===== src/rtl/exception_ctrl.sv =====
// Commit-stage exception/interrupt/ERET resolver with a flush -> redirect handshake.
// The winning event is captured in IDLE and replayed as one CP0 write or ERET strobe.
module exception_ctrl #(
    parameter int                        NUM_SRC      = 12,
    parameter int                        NUM_IRQ      = 8,
    parameter int                        CODE_W       = 5,
    parameter logic [NUM_SRC*CODE_W-1:0] SRC_CODES    = {5'h0D, 5'h0C, 5'h09, 5'h08, 5'h0A, 5'h0B,
                                                         5'h05, 5'h04, 5'h03, 5'h02, 5'h02, 5'h04},
    parameter logic [NUM_SRC-1:0]        REFILL_MASK  = '0,
    parameter logic [CODE_W-1:0]         INT_CODE     = '0,
    parameter logic [31:0]               EXC_ENTRY    = 32'hBFC0_0380,
    parameter logic [31:0]               REFILL_ENTRY = 32'hBFC0_0200
) (
    input  logic               clk,
    input  logic               resetn,
    input  logic               req_valid,
    input  logic [NUM_SRC-1:0] src,
    input  logic               is_eret,
    input  logic [31:0]        pc,
    input  logic               in_delay_slot,
    input  logic [31:0]        badvaddr,
    input  logic [NUM_IRQ-1:0] irq_ext,
    input  logic               status_ie,
    input  logic               status_exl,
    input  logic               status_erl,
    input  logic [NUM_IRQ-1:0] status_im,
    input  logic [31:0]        epc,
    input  logic               pipe_drained,
    output logic               accept,
    output logic               flush,
    output logic               redirect_valid,
    output logic [31:0]        redirect_pc,
    output logic               cp0_we,
    output logic               eret_done,
    output logic [CODE_W-1:0]  exc_code,
    output logic [31:0]        exc_pc,
    output logic               exc_bd,
    output logic [31:0]        exc_badvaddr,
    output logic [NUM_IRQ-1:0] ip_pending
);

    typedef enum logic [1:0] {IDLE, FLUSH, REDIRECT} state_t;

    state_t               state_reg, state_next;
    logic [NUM_IRQ-1:0]   irq_meta_reg, irq_sync_reg;
    logic [CODE_W-1:0]    code_reg;
    logic [31:0]          pc_reg, badvaddr_reg, target_reg;
    logic                 bd_reg, eret_reg;

    logic [CODE_W-1:0]    code_tab [NUM_SRC];
    logic [CODE_W-1:0]    sel_code, capture_code;
    logic                 sel_refill;
    logic                 int_hit, exc_hit, take;
    logic [31:0]          capture_target, capture_pc;

    for (genvar gi = 0; gi < NUM_SRC; gi++) begin : g_code
        assign code_tab[gi] = SRC_CODES[gi*CODE_W +: CODE_W];
    end

    always_ff @(posedge clk or negedge resetn) begin
        if (!resetn) begin
            irq_meta_reg <= '0;
            irq_sync_reg <= '0;
        end else begin
            irq_meta_reg <= irq_ext;
            irq_sync_reg <= irq_meta_reg;
        end
    end

    assign ip_pending = irq_sync_reg;
    assign int_hit    = (|(irq_sync_reg & status_im)) & status_ie & ~status_exl & ~status_erl;
    assign exc_hit    = int_hit | (|src);

    // Scan from the lowest priority upward so the lowest set index overwrites the rest.
    always_comb begin
        sel_code   = '0;
        sel_refill = 1'b0;
        for (int i = NUM_SRC - 1; i >= 0; i--) begin
            if (src[i]) begin
                sel_code   = code_tab[i];
                sel_refill = REFILL_MASK[i];
            end
        end
    end

    assign capture_code   = int_hit ? INT_CODE : sel_code;
    assign capture_target = int_hit    ? EXC_ENTRY :
                            (|src)     ? (sel_refill ? REFILL_ENTRY : EXC_ENTRY) :
                                         epc;
    assign capture_pc     = in_delay_slot ? (pc - 32'd4) : pc;
    assign take           = (state_reg == IDLE) & req_valid & (exc_hit | is_eret);

    always_ff @(posedge clk or negedge resetn) begin
        if (!resetn) begin
            state_reg    <= IDLE;
            code_reg     <= '0;
            pc_reg       <= '0;
            bd_reg       <= 1'b0;
            badvaddr_reg <= '0;
            target_reg   <= '0;
            eret_reg     <= 1'b0;
        end else begin
            state_reg <= state_next;
            if (take) begin
                code_reg     <= capture_code;
                pc_reg       <= capture_pc;
                bd_reg       <= in_delay_slot;
                badvaddr_reg <= badvaddr;
                target_reg   <= capture_target;
                eret_reg     <= ~exc_hit;
            end
        end
    end

    // Strobes decode from the state alone, which keeps them mutually exclusive.
    always_comb begin
        state_next     = state_reg;
        accept         = 1'b0;
        flush          = 1'b0;
        redirect_valid = 1'b0;
        cp0_we         = 1'b0;
        eret_done      = 1'b0;
        case (state_reg)
            IDLE: begin
                accept = 1'b1;
                if (take) state_next = FLUSH;
            end
            FLUSH: begin
                flush = 1'b1;
                if (pipe_drained) state_next = REDIRECT;
            end
            REDIRECT: begin
                redirect_valid = 1'b1;
                cp0_we         = ~eret_reg;
                eret_done      = eret_reg;
                state_next     = IDLE;
            end
            default: state_next = IDLE;
        endcase
    end

    assign redirect_pc  = target_reg;
    assign exc_code     = code_reg;
    assign exc_pc       = pc_reg;
    assign exc_bd       = bd_reg;
    assign exc_badvaddr = badvaddr_reg;

endmodule


===== config.mk =====
export PLATFORM = sky130hd
export DESIGN_NAME = exception_ctrl
export DESIGN_NICKNAME = d
export VERILOG_FILES = /design/src/rtl/exception_ctrl.sv
export SDC_FILE = /design/constraint.sdc
export NUM_CORES = 1
export LEC_CHECK = 0
export ABC_CLOCK_PERIOD_IN_PS = 2500
export BUFFER_PORTS_ARGS = -buffer_cell sky130_fd_sc_hd__buf_2
export CORE_MARGIN = 8
export CORE_UTILIZATION = 47
export CTS_CLUSTER_SIZE = 40
export DETAILED_ROUTE_END_ITERATION = 6
export PLACE_DENSITY = 0.8
export SYNTH_ARGS = -nofsm -noshare
export SYNTH_HDL_FRONTEND = slang
export SYNTH_SLANG_ARGS = --single-unit

===== constraint.sdc =====
create_clock -name clk -period 2.5 [get_ports clk]
set_clock_uncertainty 0.15 [all_clocks]
set_input_delay 0.5 -clock clk [delete_from_list [all_inputs] [get_ports clk]]
set_output_delay 0.5 -clock clk [all_outputs]
set_load 0.005 [all_outputs]

# Yosys cells after proc, flatten, opt, wreduce, memory -nomap -nowiden
# Cells that the tools add are included.
classes:
  n_eq_ne: 4
  n_bitwise: 12
  n_reduce_logical: 4
  mux: 24
  add_sub_neg: 1
op_table:
  columns: ["operator", "count"]
  rows:
  - ["$mux 32", 3]
  - ["$mux 5", 12]
  - ["$sub 32x3->32 const B", 1]
  - ["$reduce_or 12->1", 1]
  - ["$and 8x8->8", 1]
  - ["$reduce_or 8->1", 1]
  - ["$and 1x1->1", 5]
  - ["$mux 1", 5]
  - ["$mux 2", 2]
  - ["$mux 4", 1]
  - ["$ne 2x2->1 const B", 2]
  - ["$not 1->1", 4]
  - ["$pmux 2 s2", 1]
  - ["$eq 2x1->1 const B", 1]
  - ["$eq 2x2->1 const B", 1]
  - ["$logic_not 2->1", 1]
  - ["$or 1x1->1", 2]
  - ["$reduce_and 2->1", 1]
totals:
  out_inout_bits: 115
  ff_bits: 121
  in_bits: 133
  word_cells: 54

# Logic depth before layout (Yosys ltp)
# Gate-level depths: netlist of the first run.
depth:
  word_depth: 13
  ltp_mapped: 7
  ltp_nobuf: 7

# Least setup slack after synthesis of the first run
# Ideal clock, no wire load.
synth_path:
  path_kind: "input port to flip-flop"
  start: "in src[6]"
  end: "reg badvaddr_reg[24], in the netlist exc_badvaddr[24]"
  arrival_time_ps: 2611
  n_path_buf: 2
  setup_time_ps: 125
  slack_ps: -386
  t_required_ps: 2225
  stages: 7
  path_cell_list: "or4_1 -> or3_1 -> or4_4 -> o21a_1 -> buf_6 -> buf_8 -> mux2_4"
synth_via:
  elab_chain_len: 4
synth_rtl:
  columns: ["element", "line_no", "rtl"]
  rows:
  - ["start, declared", "17", "input logic [NUM_SRC-1:0] src,"]
  - ["$reduce_or 12->1", "72", "assign exc_hit = int_hit | (|src);"]
  - ["$or 1x1->1", "72", null]
  - ["$or 1x1->1", "91", "assign take = (state_reg == IDLE) & req_valid & (exc_hit | is_eret);"]
  - ["$and 1x1->1", "91", null]
  - ["end signal, assigned", "108", "badvaddr_reg <= badvaddr;"]
  - ["end, declared", "47", "logic [31:0] pc_reg, badvaddr_reg, target_reg;"]
# No other way between the ends.
# A chain may end at the register's enable or synchronous reset.

# Worst setup path in the final report of the first run
layout_path:
  start: "in src[6]"
  end: "reg badvaddr_reg[10], in the netlist exc_badvaddr[10]"
# Same word-level chain as after synthesis.

==> impl_metrics.toml, run 1 <==
[grt]
grt_overflow = 0
grt_pass1_wl_um = 23900
grt_max_degree = 121
antenna_found_initial = 0
grtUsageTotal = 0.209
grt_pass1_vias = 4648

[route]
num_vias = 4098
detail-route-antenna-nets = 0
finalWirelength_um = 15300
wl_per_cell_um = 19.1
firstDrtPassIters = 4
drc_errors = 0
vias_per_cell = 5.13
drtIter0Drc = 235

[sta]
slew_headroom = 0.562
fmax_mhz = 380
finalSetupViolations = 76
tightestPinTransition_ns = 0.656
period_minus_slack_ns = 2.63
hold_viol = 7
setup_tns_ns = -7.30
period_share = 1.05
finalMaxSlewViolations = 0
hold_slack_ns = -0.00296
rsz0062_at_grt = "true"
setup_ws_ns = -0.133

[synth]
syn_area_per_cell_um2 = 14.6
synth-async-reset-ratio = 1.00
post-synth-top-count-cell = "dfrtp_1"
synth_edf_count = 0
yosysWarnings = 0
synthFlopType = "dfrtp_1"
synthDistinctLibCells = 47
syn_nets = 501
synth_top_area_cell = "dfrtp_1"
synthCells = 367
synth_area_um2 = 5340
synth_area_leaders = "dfrtp_1 (56%), mux2_4 (19%), xnor2_1 (3.8%), a22o_1 (3.3%), buf_12 (2.2%)"
synth.top_cell.area_share = 0.562
ys_ff_latch = 120
synth_common_cells = "dfrtp_1 (120), mux2_4 (68), xnor2_1 (23), a22o_1 (20), nor2_1 (13)"
yosysSeqAreaShare = 0.562

[power]
p_comb_frac = 0.276
intPower_mw = 5.37
power_switching_mw = 1.93
power_frac_clock = 0.343
vdd_drop_max_v = 0.000660
power_frac_seq = 0.381
fin_total_pwr_mw = 7.30
switching_share = 0.265
p_leak_nw = 3.76
p_per_area_nw_per_um2 = 967

[clock_network]
cts_buffer_depth = 2
root_buffer = "clkbuf_16"
postCtsSetupBuffers = 0
clock_latency_ns = 0.41
htreeDepth = 4
cts_sinks = 120
path_clk_slew_ns = 0.05
cts_buffers = 17
cts_tree = "done"

[die]
core-area_um2 = 11300
num_io_pins = 248
rows = 39
die_x_um = 123
die_h_um = 123
start_util = 0.474
fp.dieArea_um2 = 15000

[critical_path]
worst-endpoint-required_ns = 2.64
worstPathArrival_ns = 2.78
cpMostUsedCell = "or4_4"
cp-start-kind = "input pin"
worstPathMaxFanout = 14
path_class = "input pin to register"
worstPathCellList = "buf_6, or4_4, or3_4, or4_4, o21a_4, buf_12, mux2_4"
end_kind = "register"
max_stage_delay_ns = 0.53
crit_slowest_cell = "or4_4"

[worst_hold_path]
holdCritPathClass = "input pin to asynchronous set/reset pin"

[status]
violations = "negative hold slack, negative setup slack"
outcome = "complete, but fails checks"

[placed_design]
port_buffers = 246
dp_hpwl_um = 11200
place.gp.congestion = 0.855

[layout]
sequential_cell_area_um2 = 3000
synthToLayoutAreaGrowth_pct = 41.2
multiInputGateArea_um2 = 2160
fillerInstances = 838
nets = 776
drive_above_1_share = 0.582

[flow_run]
maxCapViolCount = 0
[per-layer routing]
layer  part of all wire  global-route usage
met3              0.079              0.0754
met2               0.50               0.348
met4              0.027               0.103
met1               0.39               0.234
met5                  0                   0
[layout make-up]
cell class              count  area share
flip-flops and latches    120       0.398
multi-input cells         225       0.287
repair buffers            273       0.208
clock buffers              24      0.0652
well taps                 143      0.0237
clock inverters             8      0.0156
inverters                   5     0.00249
diodes                      1    0.000332
[metrics by stage]
stage           util  area, um^2  std cells  setup WS (ns)
6_report       0.669        7540        799         -0.133
5_1_grt        0.669        7540        798         -0.149
4_1_cts        0.668        7530        798         -0.117
3_5_place_dp   0.605        6820        763         -0.599
3_3_place_gp   0.605        6820        763         -0.549
2_1_floorplan      -        5340        367         -0.386
[final timing paths]
path	start	to	slack (ns)	cells after the start
setup / recovery	src[6]	exc_badvaddr[10]	-0.13	7
hold / removal	resetn	irq_meta_reg[5]	-0.003	2
setup reg to reg	ip_pending[1]	exc_badvaddr[10]	0.35	6
hold reg to reg	irq_meta_reg[5]	ip_pending[5]	0.19	0
max in group asynchronous	resetn	redirect_pc[31]	1.68	2
min in group clk	irq_ext[2]	irq_meta_reg[2]	0.04	1
[power groups by stage]
stage / sequential, mW / combinational [mW] / clock [mW]
after floorplan: 2.77 / 1.07 / 0
after global placement: 2.75 / 1.89 / 0
after detailed placement: 2.77 / 1.97 / 0
after CTS: 2.78 / 2.04 / 2.55
after global routing: 2.83 / 2.17 / 2.64
final: 2.78 / 2.01 / 2.50
[cell usage in the layout (no fill, tap or decap), types with 2 or more instances in the layout]
cell type  instances
o22a_1            12
a21oi_1            2
nand4b_1           4
nor2b_1            5
buf_12             5
nand4_1            4
mux2_4            68
clkbuf_16         17
nand3_1            6
and2_1             2
buf_4             18
o21ai_0            4
xnor2_1           23
dfrtp_1          120
or3_1              2
nor3_1             9
nand2_1            9
a22o_1            20
clkbuf_1           3
clkbuf_8           4
buf_6              3
inv_1              5
nand2b_1           2
clkinv_2           4
or4_4              2
nor2_1            13
buf_2            244
nor4_2             2
or4_1              2
bufinv_16          3
a22oi_1            4
nand3b_1           3
xor2_1             6
nor4_1             3
[cell families after synthesis]
kind of cell | after synthesis | share of synthesized area
adders and majority gates | 1 | 0.00234
AOI/OAI and AO/OA | 50 | 0.0754
muxes | 69 | 0.193
other | 1 | 0.000702
buffers and inverters | 23 | 0.0393
DFF | 120 | 0.562
and+or+nand+nor | 74 | 0.0794
xor gates and xnor gates | 29 | 0.0475
[critical path, delay by kind of cell]
kind / cells / cell delay, ns
AO/OA/AOI/OAI: 1 / 0.29
buffers and inverters: 2 / 0.27
multiplexers: 1 / 0.31
AND/OR/NAND/NOR: 3 / 1.39
[what timing repair did]
item	in CTS	in global routing
setup endpoints to repair	79	100
hold buffers	0	0
resized for setup	9	2
cloned	3	0
Note: power is estimated with default switching activity, not from simulation.
==> run 2, diff against run 1 <==
Settings changed: CORE_MARGIN 8 to unset, HOLD_SLACK_MARGIN set to 0.02.
==> run 2 against run 1 <==
Against the previous run: the run ends with negative setup slack left; first-iteration DRC count shrank 41%; register-to-register slack gained 0.09 ns; largest cell class unchanged; die area shrank 22%; via count shrank 1.4%; fmax grew 0.15%; routed wire length shrank 12%; worst hold slack gained 0.056 ns.
==> impl_metrics.toml, run 2 (same netlist as run 1, synthesis figures left out) <==
[critical_path]
cpMostUsedCell = "or4_4"
worst-endpoint-required_ns = 2.63
worstSetupPathDepth = 7
r2r_slack_ns = 0.44
max_stage_delay_ns = 0.52
timing.rr.start = "ip_pending[1]"
end_kind = "register"
crit_slowest_cell = "or4_4"
cp-start-kind = "input pin"
r2r-end = "exc_badvaddr[1]"
worstPathCellList = "buf_8, or4_4, or3_4, or4_4, o21a_4, buf_16, mux2_4"
reg2reg_depth = 6
critPathLaunch = "src[6]"
crit_family = "simple AND/OR/NAND/NOR gates"
worstPathMaxFanout = 19
crit_buf_inv = 2
path_class = "input pin to register"
worstPathArrival_ns = 2.76
crit_end = "exc_badvaddr[1]"

[die]
fp.dieArea_um2 = 11800
die_h_um = 109
num_io_pins = 248
start_util = 0.489
core-area_um2 = 10900
die_x_um = 109
rows = 38

[grt]
grt_max_degree = 41
grt_pass1_wl_um = 20300
gr-usage-met2 = 0.406
antenna_found_initial = 0
grtUsageMet3 = 0.0628
grt_pass1_vias = 4131
grt_overflow = 0
grtUsageTotal = 0.231
busiest_layer = "met2"
gr-usage-met1 = 0.271

[layout]
nets = 772
fillerInstances = 796
fin_cells = 791
finish.utilization = 0.685
antenna_cells = 0
synthToLayoutAreaGrowth_pct = 40.2
layout_common_cells = "buf_2 (243), dfrtp_1 (120), mux2_4 (68)"
final_common_cell = "buf_2"
multiInputGateArea_um2 = 2160
sequential_cell_area_um2 = 3000
drive_above_1_share = 0.579

[route]
vias_per_cell = 5.11
detail-route-antenna-nets = 0
num_vias = 4039
finalWirelength_um = 13400
drtIter0Drc = 139
drc_errors = 0
firstDrtPassIters = 4
wl_per_cell_um = 17.0

[sta]
finalMaxSlewViolations = 0
period_minus_slack_ns = 2.63
tightestPinTransition_ns = 0.524
hold_viol = 0
fmax_mhz = 380
rsz0062_at_grt = "true"
slew_headroom = 0.651
period_share = 1.05
finalSetupViolations = 80
setup_ws_ns = -0.129

[clock_network]
clock_latency_ns = 0.40
path_clk_slew_ns = 0.06
cts_tree = "done"
cts_buffer_depth = 2
cts_sinks = 120
cts_buffers = 17
htreeDepth = 4
root_buffer = "clkbuf_16"

[placed_design]
dp_hpwl_um = 9660
port_buffers = 246
placed_cells = 756
pre_cts_ws_ns = -0.582
place.gp.congestion = 0.832

[status]
violations = "negative setup slack"
outcome = "complete, but fails checks"

[power]
fin_total_pwr_mw = 7.15
vdd_drop_max_v = 0.000499
p_per_area_nw_per_um2 = 954
p_leak_nw = 3.73

[worst_hold_path]
holdCritPathClass = "input pin to register"

[flow_run]
maxCapViolCount = 0
[run 2: cell types whose count changed in the layout (fill, tap and decap cells not counted), sizes merged]
cell / change
clkbuf: -4
buf: -3
clkinvlp: +2
bufbuf: -1
clkinv: +1
diode: -1
dlygate4sd3: +1
inv: +1
o21a: -1
[run 2: area by class of cell]
| class | instances | area share |
|---|---|---|
| sequential | 120 | 0.401 |
| clock inverter | 12 | 0.0200 |
| timing repair buffer | 270 | 0.206 |
| tap | 140 | 0.0234 |
| clock buffer | 20 | 0.0596 |
| inverter | 5 | 0.00251 |
| multi-input combinational | 224 | 0.288 |
[run 2: worst min path at each step]
stage | startpoint | endpoint | slack (ns) | depth (start not counted)
3_5_place_dp | irq_meta_reg[0] | ip_pending[0] | 0.18 | 0
5_1_grt | irq_ext[7] | irq_meta_reg[7] | 0.03 | 1
2_1_floorplan | resetn | eret_reg | 0.05 | 0
3_3_place_gp | irq_meta_reg[6] | ip_pending[6] | 0.18 | 0
4_1_cts | irq_ext[7] | irq_meta_reg[7] | 0.03 | 1
6_report | irq_ext[5] | irq_meta_reg[5] | 0.05 | 1
[run 2: report_power, final]
part	leakage, nW	switching, mW	total (mW)	internal [mW]
Sequential	1.42	0.305	2.75	2.45
Combinational	2.02	0.722	1.94	1.22
Clock	0.286	0.865	2.46	1.59
[run 2: what timing repair did]
| item | CTS | global route |
|---|---|---|
| setup buffers | 1 | 0 |
| hold buffers | 1 | 0 |
| resized for setup | 11 | 1 |
| gates cloned | 1 | 0 |
| setup endpoints to repair | 80 | 80 |
| hold endpoints to repair | 37 | 0 |
[run 2: metrics by stage]
stage	cell area (um^2)	hold slack, ns	setup TNS [ns]
2_1_floorplan	5340	0.0544	-33.60
3_3_place_gp	6800	0.183	-48.25
3_5_place_dp	6800	0.185	-51.48
4_1_cts	7490	0.0347	-5.98
5_1_grt	7490	0.0304	-9.33
6_report	7490	0.0532	-7.57
[run 2: per-layer routing]
layer,up-vias,routed length [um],part of all wire
met5,-,0,0
met4,0,179,0.013
met3,18,960,0.071
met2,197,6770,0.50
met1,1960,5530,0.41
li1,1864,-,-
==> run 3, diff against run 2 <==
Settings changed: ABC_CLOCK_PERIOD_IN_PS 2500 to 3230, CORE_UTILIZATION 47 to 51, CTS_BUF_LIST set to sky130_fd_sc_hd__clkbuf_16, PLACE_DENSITY 0.8 to 0.86.
Clock period 2.5 ns to 3.23 ns, I/O delays scaled along.
==> run 3 against run 2 <==
Against the previous run: the flow now finishes without violations; combinational power down 26%; clock power down 23%; worst setup slack improved by 0.54 ns; clock-buffer cell count is 3 lower; cell area down 3.0%; critical path depth unchanged; power fell by 24%; worst hold slack better by 0.027 ns; critical endpoint is now exc_badvaddr[14]; largest power group unchanged; highest routed layer unchanged.
==> impl_metrics.toml, run 3 (same netlist as run 1, synthesis figures left out) <==
[layout]
finish.utilization = 0.730
fin_cells = 769
antenna_cells = 0
drive_above_1_share = 0.558
postLayoutCellArea_um2 = 7270
nets = 758
layout_common_cells = "buf_2 (245), dfrtp_1 (120), mux2_4 (68)"
synthToLayoutAreaGrowth_pct = 36.0
final_common_cell = "buf_2"

[grt]
antenna_found_initial = 0
grt_max_degree = 51
grt_pass1_wl_um = 21100
grt_overflow = 0
grt_pass1_vias = 4111
grtUsageTotal = 0.249

[sta]
finalMaxSlewViolations = 0
period_share = 0.872
setup_tns_ns = 0
tightestPinTransition_ns = 0.550
hold_viol = 0
slew_headroom = 0.634
period_minus_slack_ns = 2.82
fmax_mhz = 355
rsz0062_at_grt = "false"
setup_ws_ns = 0.414
finalSetupViolations = 0

[power]
p_leak_nw = 3.63
p_comb_frac = 0.263
power_frac_clock = 0.346
switching_share = 0.257
power_frac_seq = 0.391
intPower_mw = 4.05
vdd_drop_max_v = 0.000412
p_per_area_nw_per_um2 = 750
power_switching_mw = 1.40

[route]
detail-route-antenna-nets = 0
firstDrtPassIters = 5
drtIter0Drc = 202
num_vias = 3974
vias_per_cell = 5.17
finalWirelength_um = 13000
drc_errors = 0
wl_per_cell_um = 16.9

[die]
rows = 36
die_h_um = 104
core-area_um2 = 9950
num_io_pins = 248
start_util = 0.537
fp.dieArea_um2 = 10900
die_x_um = 104

[status]
outcome = "finished clean"

[critical_path]
timing.rr.start = "state_reg[0]"
r2r-end = "redirect_pc[27]"
cp-start-kind = "input pin"
crit_slowest_cell = "or4_1"
worstPathMaxFanout = 43
end_kind = "register"
worstPathCellList = "buf_2, or4_1, or3_1, or4_4, o21a_4, buf_12, mux2_4"
path_class = "input pin to register"
max_stage_delay_ns = 0.53
crit_family = "simple AND/OR/NAND/NOR gates"
reg2reg_depth = 5
r2r_slack_ns = 1.04
worstPathArrival_ns = 2.95
crit_buf_inv = 2
worst-endpoint-required_ns = 3.36

[worst_hold_path]
holdCritPathClass = "input pin to asynchronous set/reset pin"

[clock_network]
cts_sinks = 120
path_clk_slew_ns = 0.05
holdBufCountCts = 0
ctsResizeCount = 0
root_buffer = "clkbuf_16"
cts_tree = "done"
cts_buffers = 17
postCtsSetupBuffers = 0
cts_buffer_depth = 2
clock_latency_ns = 0.40
htreeDepth = 4

[flow_run]
maxCapViolCount = 0

[placed_design]
place.gp.congestion = 0.927
pre_cts_ws_ns = 0.0302
port_buffers = 246
placed_area_um2 = 6680
placed_cells = 738
dp_hpwl_um = 9350
## run 3: area by class of cell
type,count,area [um^2]
Sequential cell,120,3000
Fill cell,663,2690
Multi-Input combinational cell,224,2140
Timing Repair Buffer,256,1350
Clock buffer,17,425
Tap cell,133,166
Clock inverter,14,164
Inverter,5,18.8
## run 3: power by group through the flow
stage               sequential (mW)  combinational (mW)  clock, mW
floorplan                      2.14               0.827          0
global placement               2.12                1.40          0
detailed placement             2.13                1.44          0
CTS                            2.13                1.45       1.91
global route                   2.18                1.53       1.99
finish                         2.13                1.43       1.89
## run 3: metrics by stage
step	hold WS [ns]	total power, mW
floorplan	0.181	2.97
global placement	0.182	3.52
detailed placement	0.185	3.58
CTS	0.0920	5.49
global route	0.112	5.70
finish	0.0798	5.45
## run 3: how the worst max path moves through the flow
stage	slack (ns)	cells after the start	from	end
floorplan	0.20	7	src[6]	exc_badvaddr[24]
global placement	0.07	7	src[6]	exc_badvaddr[24]
detailed placement	0.03	7	src[6]	exc_pc[17]
CTS	0.45	7	src[6]	exc_badvaddr[9]
global route	0.39	7	src[6]	exc_badvaddr[9]
finish	0.41	7	src[6]	exc_badvaddr[14]
## run 3: layer usage
metal / GRT usage / routed length, um / vias up
met5: 0 / 0 / -
met4: 0.0847 / 206 / 0
met3: 0.0714 / 912 / 21
met2: 0.421 / 6500 / 192
met1: 0.304 / 5370 / 1927
li1: - / - / 1834
